**config.mk**
```make
export PLATFORM = sky130hd
export DESIGN_NAME = cpu_alu_status_flat
export DESIGN_NICKNAME = d
export VERILOG_FILES = /design/src/rtl/cpu_alu_status_if.sv /design/src/rtl/cpu_alu_status.sv /design/src/flat_wrapper.sv
export SDC_FILE = /design/constraint.sdc
export NUM_CORES = 1
export LEC_CHECK = 0
export BUFFER_PORTS_ARGS = -buffer_cell sky130_fd_sc_hd__buf_2
export CORE_ASPECT_RATIO = 0.6
export CORE_UTILIZATION = 35
export CTS_BUF_LIST = sky130_fd_sc_hd__clkbuf_2 sky130_fd_sc_hd__clkbuf_4 sky130_fd_sc_hd__clkbuf_8
export CTS_CLUSTER_SIZE = 25
export DETAILED_ROUTE_END_ITERATION = 10
export PLACE_DENSITY_LB_ADDON = 0.12
export RECOVER_POWER = 50
export SYNTH_ARGS = -nofsm -noshare
export SYNTH_HDL_FRONTEND = slang
export SYNTH_SLANG_ARGS = --single-unit
export TNS_END_PERCENT = 10
```
**constraint.sdc**
```tcl
create_clock -name i_clk -period 5.6 [get_ports i_clk]
set_input_delay 0 -clock i_clk [delete_from_list [all_inputs] [get_ports i_clk]]
set_output_delay 0 -clock i_clk [all_outputs]
set_load 0.02 [all_outputs]
```
**src/rtl/cpu_alu_status_if.sv**
```systemverilog
// rtl/cpu_alu_status_if.sv - ALU operand/result handshake bundle between Decoder and cpu_alu_status
interface cpu_alu_status_if #(
  parameter int DATA_WIDTH = 8
);
  logic [DATA_WIDTH-1:0] i_ai;
  logic [DATA_WIDTH-1:0] i_bi;
  logic [2:0]            i_op;
  logic                  i_carry_in;
  logic                  i_decimal;
  logic                  i_subtract;
  logic                  i_start;
  logic                  o_ready;
  logic                  o_valid;
  logic [DATA_WIDTH-1:0] o_add;
  logic                  o_acr;
  logic                  o_avr;
  logic                  o_hc;

  modport master (
    output i_ai, i_bi, i_op, i_carry_in, i_decimal, i_subtract, i_start,
    input  o_ready, o_valid, o_add, o_acr, o_avr, o_hc
  );

  modport slave (
    input  i_ai, i_bi, i_op, i_carry_in, i_decimal, i_subtract, i_start,
    output o_ready, o_valid, o_add, o_acr, o_avr, o_hc
  );
endinterface

```
**src/rtl/cpu_alu_status.sv**
```systemverilog
// rtl/cpu_alu_status.sv - ALU with ADD hold register, optional two-cycle BCD correction and P register
module cpu_alu_status #(
  parameter int         DATA_WIDTH = 8,
  parameter bit         BCD_ENABLE = 1'b1,
  parameter logic [7:0] P_RESET    = 8'h34
) (
  input  logic                 i_clk,
  input  logic                 i_reset,
  cpu_alu_status_if.slave      alu,
  input  logic [7:0]           i_db,
  input  logic                 i_db_p,
  input  logic                 i_db_n_z,
  input  logic                 i_acr_c,
  input  logic                 i_avr_v,
  input  logic                 i_set_c,
  input  logic                 i_clr_c,
  input  logic                 i_set_i,
  input  logic                 i_clr_i,
  input  logic                 i_set_d,
  input  logic                 i_clr_d,
  input  logic                 i_clr_v,
  output logic [7:0]           o_p
);

  localparam int         NIBBLES = DATA_WIDTH / 4;
  localparam int         MSB     = DATA_WIDTH - 1;
  localparam logic [2:0] OP_SUM  = 3'd0;
  localparam logic [2:0] OP_AND  = 3'd1;
  localparam logic [2:0] OP_EOR  = 3'd2;
  localparam logic [2:0] OP_OR   = 3'd3;
  localparam logic [2:0] OP_SR   = 3'd4;

  typedef enum logic {
    IDLE    = 1'b0,
    CORRECT = 1'b1
  } state_t;

  state_t state_q, state_d;

  logic                  accept;
  logic                  decimal_req;
  logic [DATA_WIDTH:0]   sum_full;
  logic [NIBBLES-1:0]    nib_carry;
  logic [4:0]            nib_sum;
  logic                  nib_cin;
  logic [DATA_WIDTH-1:0] bin_res;
  logic                  bin_acr;
  logic                  bin_avr;
  logic                  bin_hc;

  logic [DATA_WIDTH-1:0] dec_sum_q;
  logic [NIBBLES-1:0]    dec_carry_q;
  logic                  dec_sub_q;
  logic [DATA_WIDTH-1:0] bcd_res;
  logic                  bcd_acr;
  logic [4:0]            bcd_v;
  logic                  bcd_c;
  logic                  bcd_dc;

  logic [DATA_WIDTH-1:0] add_q;
  logic                  acr_q;
  logic                  avr_q;
  logic                  hc_q;
  logic                  valid_q;
  logic [7:0]            p_q;

  assign accept      = alu.i_start && (state_q == IDLE) && (alu.i_op <= OP_SR);
  assign decimal_req = BCD_ENABLE && (alu.i_op == OP_SUM) && alu.i_decimal;
  assign sum_full    = {1'b0, alu.i_ai} + {1'b0, alu.i_bi} + {{DATA_WIDTH{1'b0}}, alu.i_carry_in};

  // Nibble carries of the binary sum, needed later by the decimal correction.
  always_comb begin
    nib_carry = '0;
    nib_sum   = '0;
    nib_cin   = alu.i_carry_in;
    for (int k = 0; k < NIBBLES; k++) begin
      nib_sum      = {1'b0, alu.i_ai[4*k +: 4]} + {1'b0, alu.i_bi[4*k +: 4]} + {4'b0, nib_cin};
      nib_carry[k] = nib_sum[4];
      nib_cin      = nib_sum[4];
    end
  end

  always_comb begin
    bin_res = '0;
    bin_acr = 1'b0;
    bin_avr = 1'b0;
    bin_hc  = 1'b0;
    case (alu.i_op)
      OP_SUM: begin
        bin_res = sum_full[MSB:0];
        bin_acr = sum_full[DATA_WIDTH];
        bin_avr = (alu.i_ai[MSB] == alu.i_bi[MSB]) && (sum_full[MSB] != alu.i_ai[MSB]);
        bin_hc  = nib_carry[0];
      end
      OP_AND: bin_res = alu.i_ai & alu.i_bi;
      OP_EOR: bin_res = alu.i_ai ^ alu.i_bi;
      OP_OR:  bin_res = alu.i_ai | alu.i_bi;
      OP_SR: begin
        bin_res = {alu.i_carry_in, alu.i_ai[MSB:1]};
        bin_acr = alu.i_ai[0];
      end
      default: ;
    endcase
  end

  // Only the +6 overflow ripples upward; the binary nibble carry has already propagated.
  always_comb begin
    bcd_res = dec_sum_q;
    bcd_v   = '0;
    bcd_c   = 1'b0;
    bcd_dc  = 1'b0;
    for (int k = 0; k < NIBBLES; k++) begin
      if (dec_sub_q) begin
        if (!dec_carry_q[k]) begin
          bcd_res[4*k +: 4] = dec_sum_q[4*k +: 4] - 4'd6;
        end
      end else begin
        bcd_v = {1'b0, dec_sum_q[4*k +: 4]} + {4'b0, bcd_c};
        if (dec_carry_q[k] || (bcd_v > 5'd9)) begin
          bcd_v = bcd_v + 5'd6;
        end
        bcd_res[4*k +: 4] = bcd_v[3:0];
        bcd_c             = bcd_v[4];
        bcd_dc            = dec_carry_q[k] | bcd_v[4];
      end
    end
    bcd_acr = dec_sub_q ? dec_carry_q[NIBBLES-1] : bcd_dc;
  end

  always_comb begin
    state_d = state_q;
    case (state_q)
      IDLE:    if (accept && decimal_req) state_d = CORRECT;
      CORRECT: state_d = IDLE;
      default: state_d = IDLE;
    endcase
  end

  always_ff @(posedge i_clk or posedge i_reset) begin
    if (i_reset) begin
      state_q <= IDLE;
    end else begin
      state_q <= state_d;
    end
  end

  always_ff @(posedge i_clk or posedge i_reset) begin
    if (i_reset) begin
      add_q       <= '0;
      acr_q       <= 1'b0;
      avr_q       <= 1'b0;
      hc_q        <= 1'b0;
      valid_q     <= 1'b0;
      dec_sum_q   <= '0;
      dec_carry_q <= '0;
      dec_sub_q   <= 1'b0;
    end else begin
      valid_q <= 1'b0;
      if (state_q == CORRECT) begin
        add_q   <= bcd_res;
        acr_q   <= bcd_acr;
        valid_q <= 1'b1;
      end else if (accept) begin
        if (decimal_req) begin
          dec_sum_q   <= sum_full[MSB:0];
          dec_carry_q <= nib_carry;
          dec_sub_q   <= alu.i_subtract;
          avr_q       <= bin_avr;
          hc_q        <= bin_hc;
        end else begin
          add_q   <= bin_res;
          acr_q   <= bin_acr;
          avr_q   <= bin_avr;
          hc_q    <= bin_hc;
          valid_q <= 1'b1;
        end
      end
    end
  end

  // P transfers see acr_q/avr_q from before this edge, never the result being written now.
  always_ff @(posedge i_clk or posedge i_reset) begin
    if (i_reset) begin
      p_q <= P_RESET;
    end else if (i_db_p) begin
      p_q <= i_db | 8'h20;
    end else begin
      if (i_db_n_z) begin
        p_q[7] <= i_db[7];
        p_q[1] <= (i_db == 8'h00);
      end
      if (i_clr_v) begin
        p_q[6] <= 1'b0;
      end else if (i_avr_v) begin
        p_q[6] <= avr_q;
      end
      if (i_set_c ^ i_clr_c) begin
        p_q[0] <= i_set_c;
      end else if (!i_set_c && i_acr_c) begin
        p_q[0] <= acr_q;
      end
      if (i_set_i ^ i_clr_i) p_q[2] <= i_set_i;
      if (i_set_d ^ i_clr_d) p_q[3] <= i_set_d;
      p_q[5] <= 1'b1;
    end
  end

  assign alu.o_ready = (state_q == IDLE);
  assign alu.o_valid = valid_q;
  assign alu.o_add   = add_q;
  assign alu.o_acr   = acr_q;
  assign alu.o_avr   = avr_q;
  assign alu.o_hc    = hc_q;
  assign o_p         = p_q | 8'h20;

endmodule

```
**src/flat_wrapper.sv**
```systemverilog
// flat-port wrapper written by rule: the top's interface ports become plain ports
module cpu_alu_status_flat 
#(
  parameter int         DATA_WIDTH = 8,
  parameter bit         BCD_ENABLE = 1'b1,
  parameter logic [7:0] P_RESET    = 8'h34
)
  (i_clk, i_reset, i_db, i_db_p, i_db_n_z, i_acr_c, i_avr_v, i_set_c, i_clr_c, i_set_i, i_clr_i, i_set_d, i_clr_d, i_clr_v, o_p, alu_i_ai, alu_i_bi, alu_i_op, alu_i_carry_in, alu_i_decimal, alu_i_subtract, alu_i_start, alu_o_ready, alu_o_valid, alu_o_add, alu_o_acr, alu_o_avr, alu_o_hc);
  cpu_alu_status_if #(.DATA_WIDTH(DATA_WIDTH)) alu_i ();
  input  logic i_clk;
  input  logic i_reset;
  input  logic [7:0] i_db;
  input  logic i_db_p;
  input  logic i_db_n_z;
  input  logic i_acr_c;
  input  logic i_avr_v;
  input  logic i_set_c;
  input  logic i_clr_c;
  input  logic i_set_i;
  input  logic i_clr_i;
  input  logic i_set_d;
  input  logic i_clr_d;
  input  logic i_clr_v;
  output logic [7:0] o_p;
  input wire logic [$bits(alu_i.i_ai)-1:0] alu_i_ai;
  input wire logic [$bits(alu_i.i_bi)-1:0] alu_i_bi;
  input wire logic [$bits(alu_i.i_op)-1:0] alu_i_op;
  input wire logic [$bits(alu_i.i_carry_in)-1:0] alu_i_carry_in;
  input wire logic [$bits(alu_i.i_decimal)-1:0] alu_i_decimal;
  input wire logic [$bits(alu_i.i_subtract)-1:0] alu_i_subtract;
  input wire logic [$bits(alu_i.i_start)-1:0] alu_i_start;
  output wire logic [$bits(alu_i.o_ready)-1:0] alu_o_ready;
  output wire logic [$bits(alu_i.o_valid)-1:0] alu_o_valid;
  output wire logic [$bits(alu_i.o_add)-1:0] alu_o_add;
  output wire logic [$bits(alu_i.o_acr)-1:0] alu_o_acr;
  output wire logic [$bits(alu_i.o_avr)-1:0] alu_o_avr;
  output wire logic [$bits(alu_i.o_hc)-1:0] alu_o_hc;
  assign alu_i.i_ai = alu_i_ai;
  assign alu_i.i_bi = alu_i_bi;
  assign alu_i.i_op = alu_i_op;
  assign alu_i.i_carry_in = alu_i_carry_in;
  assign alu_i.i_decimal = alu_i_decimal;
  assign alu_i.i_subtract = alu_i_subtract;
  assign alu_i.i_start = alu_i_start;
  assign alu_o_ready = alu_i.o_ready;
  assign alu_o_valid = alu_i.o_valid;
  assign alu_o_add = alu_i.o_add;
  assign alu_o_acr = alu_i.o_acr;
  assign alu_o_avr = alu_i.o_avr;
  assign alu_o_hc = alu_i.o_hc;
  cpu_alu_status #(.DATA_WIDTH(DATA_WIDTH), .BCD_ENABLE(BCD_ENABLE), .P_RESET(P_RESET)) u_core (.i_clk(i_clk), .i_reset(i_reset), .alu(alu_i), .i_db(i_db), .i_db_p(i_db_p), .i_db_n_z(i_db_n_z), .i_acr_c(i_acr_c), .i_avr_v(i_avr_v), .i_set_c(i_set_c), .i_clr_c(i_clr_c), .i_set_i(i_set_i), .i_clr_i(i_clr_i), .i_set_d(i_set_d), .i_clr_d(i_clr_d), .i_clr_v(i_clr_v), .o_p(o_p));
endmodule
```
-- After elaboration in Yosys (flattened, before gate mapping)
Index checks and enable logic that the tools add are counted.
- bits in read-only memories: 0
- flip-flop bits (word level): 31
- bits of input ports: 44
- memory bits (writable): 0
- latch bits: 0
- memories kept: 0
- logic and storage cells: 98
- output and inout bits: 21
- shifts and indexed selects: 0
- reductions and logical operators: 20
- multiply operators: 0
- order comparisons: 3
- $add $sub $neg: 11
- equality and inequality tests: 7
- bitwise operators: 8
- mux-type cells: 34
- div/mod/pow operators: 0
- operator list (kind ; number):
    8-bit case mux with 5 select lines ; 1
    8-bit 2-to-1 mux ; 3
    4-bit 2-to-1 mux ; 5
    1-bit 2-to-1 mux ; 19
    5-bit 2-to-1 mux ; 3
    4-bit by 4-bit adder with 5-bit output ; 2
    5-bit by 1-bit adder with 5-bit output ; 2
    8-bit by 8-bit adder with 9-bit output ; 1
    9-bit by 1-bit adder with 9-bit output ; 1
    8-bit bitwise AND ; 1
    8-bit zero test ; 1
    8-bit OR ; 1
    2-bit nonzero test ; 4
    4-bit by 3-bit subtractor with 4-bit output (second input constant) ; 2
    8-bit XOR ; 1
    3-bit by 2-bit == test with 1-bit output (second input constant) ; 2
    1-bit logical AND ; 6
    3-bit nonzero test ; 2
    4-bit by 1-bit adder with 5-bit output ; 1
    4-bit by 3-bit adder with 5-bit output (second input constant) ; 1
    5-bit by 3-bit adder with 5-bit output (second input constant) ; 1
    5-bit by 4-bit > comparator with 1-bit output (second input constant) ; 1
    4-bit > comparator (second input constant) ; 1
    1-bit case mux with 2 select lines ; 2
    15 further kinds ; 19

-- Longest topological paths before layout
- depth in word-level cells: 12
- mapped depth: 12
- mapped depth without buffers: 12

-- Worst setup path after synthesis
No wires, ideal clock.
- path type: reg2reg
- start: register u_core.dec_sum_q[1]
- end: register u_core.add_q[7], in the netlist u_core.alu.o_add[7]
- buffers on the path: 1
- data arrival time: 2.225 ns
- clock period less this slack: 2.344 ns
- cell stages (with the launch flop): 11
- path slack: 3.256 ns
- required time: 5.480 ns
- setup time: 0.120 ns
- cell sequence: dfrtp_1 -> clkbuf_1 -> o211a_1 -> ha_1 -> ha_1 -> xor2_1 -> inv_2 -> nand4_1 -> a311oi_1 -> a2111o_1 -> a31o_1
- word-level cells in the longest chain between the ends: 11
- elaborated cells between the ends (all ways): 13
- those cells by class: add/sub (3); order compare (2); mux (6); reduce/logical (2)
- RTL lines (element ; RTL line ; RTL):
    start: declaration ; cpu_alu_status.sv:51 ; logic [DATA_WIDTH-1:0] dec_sum_q;
    start signal: assignment ; cpu_alu_status.sv:165 ; dec_sum_q <= sum_full[MSB:0];
    4-bit > comparator ; cpu_alu_status.sv:119 ; if (dec_carry_q[k] || (bcd_v > 5'd9)) begin
    1-bit logical OR ; cpu_alu_status.sv:119 ;
    5-bit 2-to-1 mux * ; cpu_alu_status.sv:119 ;
    1-bit 2-to-1 mux * ; cpu_alu_status.sv:113 ; if (dec_sub_q) begin
    4-bit by 1-bit adder with 5-bit output * ; cpu_alu_status.sv:118 ; bcd_v = {1'b0, dec_sum_q[4*k +: 4]} + {4'b0, bcd_c};
    5-bit by 4-bit > comparator with 1-bit output ; cpu_alu_status.sv:119 ;
    1-bit logical OR ; cpu_alu_status.sv:119 ;
    5-bit 2-to-1 mux * ; cpu_alu_status.sv:119 ;
    5-bit 2-to-1 mux * ; cpu_alu_status.sv:113 ;
    4-bit 2-to-1 mux * ; cpu_alu_status.sv:113 ;
    8-bit 2-to-1 mux * ; cpu_alu_status.sv:159 ; if (state_q == CORRECT) begin
    end signal: assignment ; cpu_alu_status.sv:160 ; add_q <= bcd_res;
    end signal: assignment ; cpu_alu_status.sv:171 ; add_q <= bin_res;
    end: declaration ; cpu_alu_status.sv:60 ; logic [DATA_WIDTH-1:0] add_q;
Mark *: on every way between the ends. The rest lies on a longest branch, timed or not. The select of a mux whose other input is x is not followed.
A chain may end at the register's enable or synchronous reset.

-- Worst setup path after layout
- start: register u_core.dec_sub_q
- end: register u_core.add_q[7], in the netlist u_core.alu.o_add[7]
- word-level cells in the longest chain between the ends: 8
- elaborated cells between the ends (all ways): 9
- those cells by class: add/sub (2); order compare (1); mux (5); reduce/logical (1)
- RTL lines (element ; RTL line ; RTL):
    start: declaration ; cpu_alu_status.sv:53 ; logic dec_sub_q;
    start signal: assignment ; cpu_alu_status.sv:167 ; dec_sub_q <= alu.i_subtract;
    1-bit 2-to-1 mux ; cpu_alu_status.sv:113 ;
    4-bit by 1-bit adder with 5-bit output ; cpu_alu_status.sv:118 ;
    5-bit by 4-bit > comparator with 1-bit output ; cpu_alu_status.sv:119 ;
    1-bit logical OR ; cpu_alu_status.sv:119 ;
    5-bit 2-to-1 mux ; cpu_alu_status.sv:119 ;
    5-bit 2-to-1 mux ; cpu_alu_status.sv:113 ;
    4-bit 2-to-1 mux * ; cpu_alu_status.sv:113 ;
    8-bit 2-to-1 mux * ; cpu_alu_status.sv:159 ;
Marks and branches as above.

==> flow_metrics.env <==
export IMPL_status="finished, violations left"
export IMPL_violations="capacitance limit, slew limit"
export IMPL_rr_endpoint="u_core.alu.o_add[7]$_DFFE_PP0P_"
export IMPL_fin_setup_tns_ns=0
export IMPL_chipHeight_um=70.4
export IMPL_avgSynthCellArea_um2=8.47
export IMPL_whs_ns=0.0562
export IMPL_hold_path_depth=3
export IMPL_fillCellCount=799
export IMPL_rows=24
export IMPL_cts_num_sinks=31
export IMPL_reg2reg_slack_ns=2.87
export IMPL_netlist_area_um2=2730
export IMPL_critPathLaunchType="flop"
export IMPL_arrival_ns=2.90
export IMPL_final_util=0.448
export IMPL_relSlewSlack=-0.123
export IMPL_wl_met3_um=588
export IMPL_ios=65
export IMPL_r2r_cells=10
export IMPL_coreArea_um2=7390
export IMPL_antenna_found_initial=0
export IMPL_dp_cells=473
export IMPL_cp_end_kind="flop"
export IMPL_worstPathMaxFanout=13
export IMPL_drive_above_1_share=0.216
export IMPL_ys_ff_latch=31
export IMPL_grt_pass1_wl_mm=12.8
export IMPL_routabilityCongestion=0.866
export IMPL_vias=2597
export IMPL_clockRootBuffer="clkbuf_8"
export IMPL_cts_made_buffers=5
export IMPL_min_path_type="primary input to flop"
export IMPL_post_cts_setup_buffers=0
export IMPL_syn2layout_area_growth_pct=21.4
export IMPL_ys_types=69
export IMPL_ctsHtreeMaxLevel=2
export IMPL_hold_start="alu_i_start"
export IMPL_fin_worst_skew_ns=0.00488
export IMPL_layout_nets=456
export IMPL_met2_length_mm=3.00
export IMPL_drt_initial_drc_count=182
export IMPL_place_ws_ns=2.84
export IMPL_dp_hpwl_mm=6.03
export IMPL_die_area_um2=8160
export IMPL_cellLeakagePower_nw=1.56
export IMPL_clk_pin_slew_ns=0.07
export IMPL_postRouteWirelength_mm=7.85
export IMPL_synth_main_ff_cell="dfrtp_1"
export IMPL_grt_pass1_vias=2450
export IMPL_n_antenna_cell=0
export IMPL_grt_usage=0.206
export IMPL_slew_viol_final=32
export IMPL_hold_viol=0
export IMPL_mostFrequentLayoutCells="buf_2, nand2_1, inv_1, dfrtp_1, ha_1"
export IMPL_wl_met1_mm=4.22
export IMPL_cp_required_ns=5.77
export IMPL_drt_pass1_iter_count=5
export IMPL_clock_path_buffers=2
export IMPL_initial_utilization=0.369
export IMPL_syn_inst=322
export IMPL_synthArstFlopShare=1.00
export IMPL_wl_per_cell_um=16.0
export IMPL_synth_edff_count=0
export IMPL_worstMarginPinSlew_ns=1.68
export IMPL_cellPowerDensity_nw_per_um2=264
export IMPL_critical_path_class="flop to flop"
export IMPL_final_common_cell="buf_2"
export IMPL_fmax_mhz=367
export IMPL_finalPower_mw=0.875
export IMPL_irDropWorstVdd_mv=0.106
export IMPL_rsz0062_at_grt="no"
export IMPL_synth_seq_area_share=0.285
export IMPL_grt_max_degree=32
export IMPL_routed_via_density=5.28
export IMPL_r2r_start="u_core.dec_sub_q$_DFFE_PP0P_"
export IMPL_finalSetupViolations=0
export IMPL_max_cap_violations=1
export IMPL_hold_end="u_core.alu.o_hc$_DFFE_PP0P_"
export IMPL_finalCritPeriodShare=0.487
export IMPL_cts_tree="done"
export IMPL_grt_ovfl_total=0
export IMPL_post_route_min_period_ns=2.73
export IMPL_route_detailed_drc=0
export IMPL_io_buffers=63
export IMPL_design_area_um2=3310
export IMPL_fin_cells=492
export IMPL_insertion_delay_ns=0.28
export IMPL_fin_ws_ns=2.87
export IMPL_postPlaceCellArea_um2=3100
export IMPL_drtAntennaViolNets=0
export IMPL_die_x_um=116
export IMPL_synth_warning_count=0
export IMPL_routed_top_layer="met4"
export IMPL_syn_nets=391
## timing repair
item | in CTS | in global routing
hold buffers | 11 | 0
gates resized for setup | 0 | 0
hold endpoints to repair | 37 | 0
endpoints found under the setup margin | 0 | 0
## worst max-delay path, stage by stage (launching register included)
cell and delay [ns]:
dfrtp_1 0.59, inv_1 0.22, o211a_1 0.16, ha_1 0.20, ha_1 0.26, xor2_1 0.30
inv_2 0.10, nand4_1 0.10, a311oi_1 0.10, a2111o_1 0.39, a31o_1 0.19
## layer usage
| metal | vias to the layer above | GRT usage |
|---|---|---|
| met5 | - | 0 |
| met3 | 5 | 0.0425 |
| met2 | 83 | 0.267 |
| li1 | 1289 | - |
| met4 | 0 | 0.0470 |
| met1 | 1220 | 0.334 |
## power by group
part | switching, mW | total [mW] | internal (mW)
registers | 0.0526 | 0.316 | 0.263
clock network | 0.0871 | 0.231 | 0.144
logic | 0.185 | 0.328 | 0.143
total | 0.324 | 0.875 | 0.550
## layout make-up
type	count	area [um^2]	share of cell area
well taps	104	130	0.0393
flip-flops and latches	31	778	0.235
clock inverters	2	35.0	0.0106
clock buffers	6	82.6	0.0249
multi-input cells	242	1750	0.528
inverters	32	120	0.0363
repair buffers	75	418	0.126
## worst max path at each step
stage / depth (start not counted) / from / endpoint / slack (ns)
2_1_floorplan: 10 / u_core.dec_sum_q[1]$_DFFE_PP0P_ / u_core.alu.o_add[7]$_DFFE_PP0P_ / 3.26
3_3_place_gp: 13 / alu_i_carry_in / u_core.alu.o_add[4]$_DFFE_PP0P_ / 2.92
3_5_place_dp: 13 / alu_i_carry_in / u_core.alu.o_add[4]$_DFFE_PP0P_ / 2.84
4_1_cts: 10 / u_core.dec_sub_q$_DFFE_PP0P_ / u_core.alu.o_add[7]$_DFFE_PP0P_ / 2.89
5_1_grt: 9 / u_core.dec_sub_q$_DFFE_PP0P_ / u_core.alu.o_acr$_DFFE_PP0P_ / 2.73
6_report: 10 / u_core.dec_sub_q$_DFFE_PP0P_ / u_core.alu.o_add[7]$_DFFE_PP0P_ / 2.87
## flip-flops by register name, indices dropped and copies added (netlist names)
register	cells
u_core.alu.o_acr	1
u_core.alu.o_add	8
u_core.alu.o_avr	1
u_core.alu.o_hc	1
u_core.alu.o_valid	1
u_core.dec_carry_q	2
u_core.dec_sub_q	1
u_core.dec_sum_q	8
u_core.p_q	7
u_core.state_q	1
## cells by family after synthesis
kind of cell | synth area share
simple gates | 0.186
compound gates | 0.245
buf+inv | 0.0739
flops | 0.285
fa+ha+maj | 0.130
mux | 0.0560
xor+xnor | 0.0225
other cells | 0.00138
## cell usage after synthesis (all sizes together), types with 3 or more instances
cell | count | area share
nand2 | 39 | 0.054
inv | 30 | 0.041
dfrtp | 29 | 0.27
ha | 22 | 0.10
o21ai | 21 | 0.040
a21oi | 14 | 0.026
clkbuf | 10 | 0.014
nor3 | 10 | 0.018
a31oi | 9 | 0.026
nor2 | 9 | 0.013
a211oi | 8 | 0.022
mux2 | 8 | 0.033
nor2b | 8 | 0.018
buf | 7 | 0.016
nand2b | 7 | 0.016
nand3 | 7 | 0.015
o31ai | 6 | 0.017
a21o | 4 | 0.011
mux2i | 4 | 0.015
o211ai | 4 | 0.011
xor2 | 4 | 0.013
a221oi | 3 | 0.0096
fa | 3 | 0.022
nand4 | 3 | 0.0069
o21a | 3 | 0.0083
or3 | 3 | 0.0069
xnor2 | 3 | 0.0096
Power figures use the tool's default switching activity.
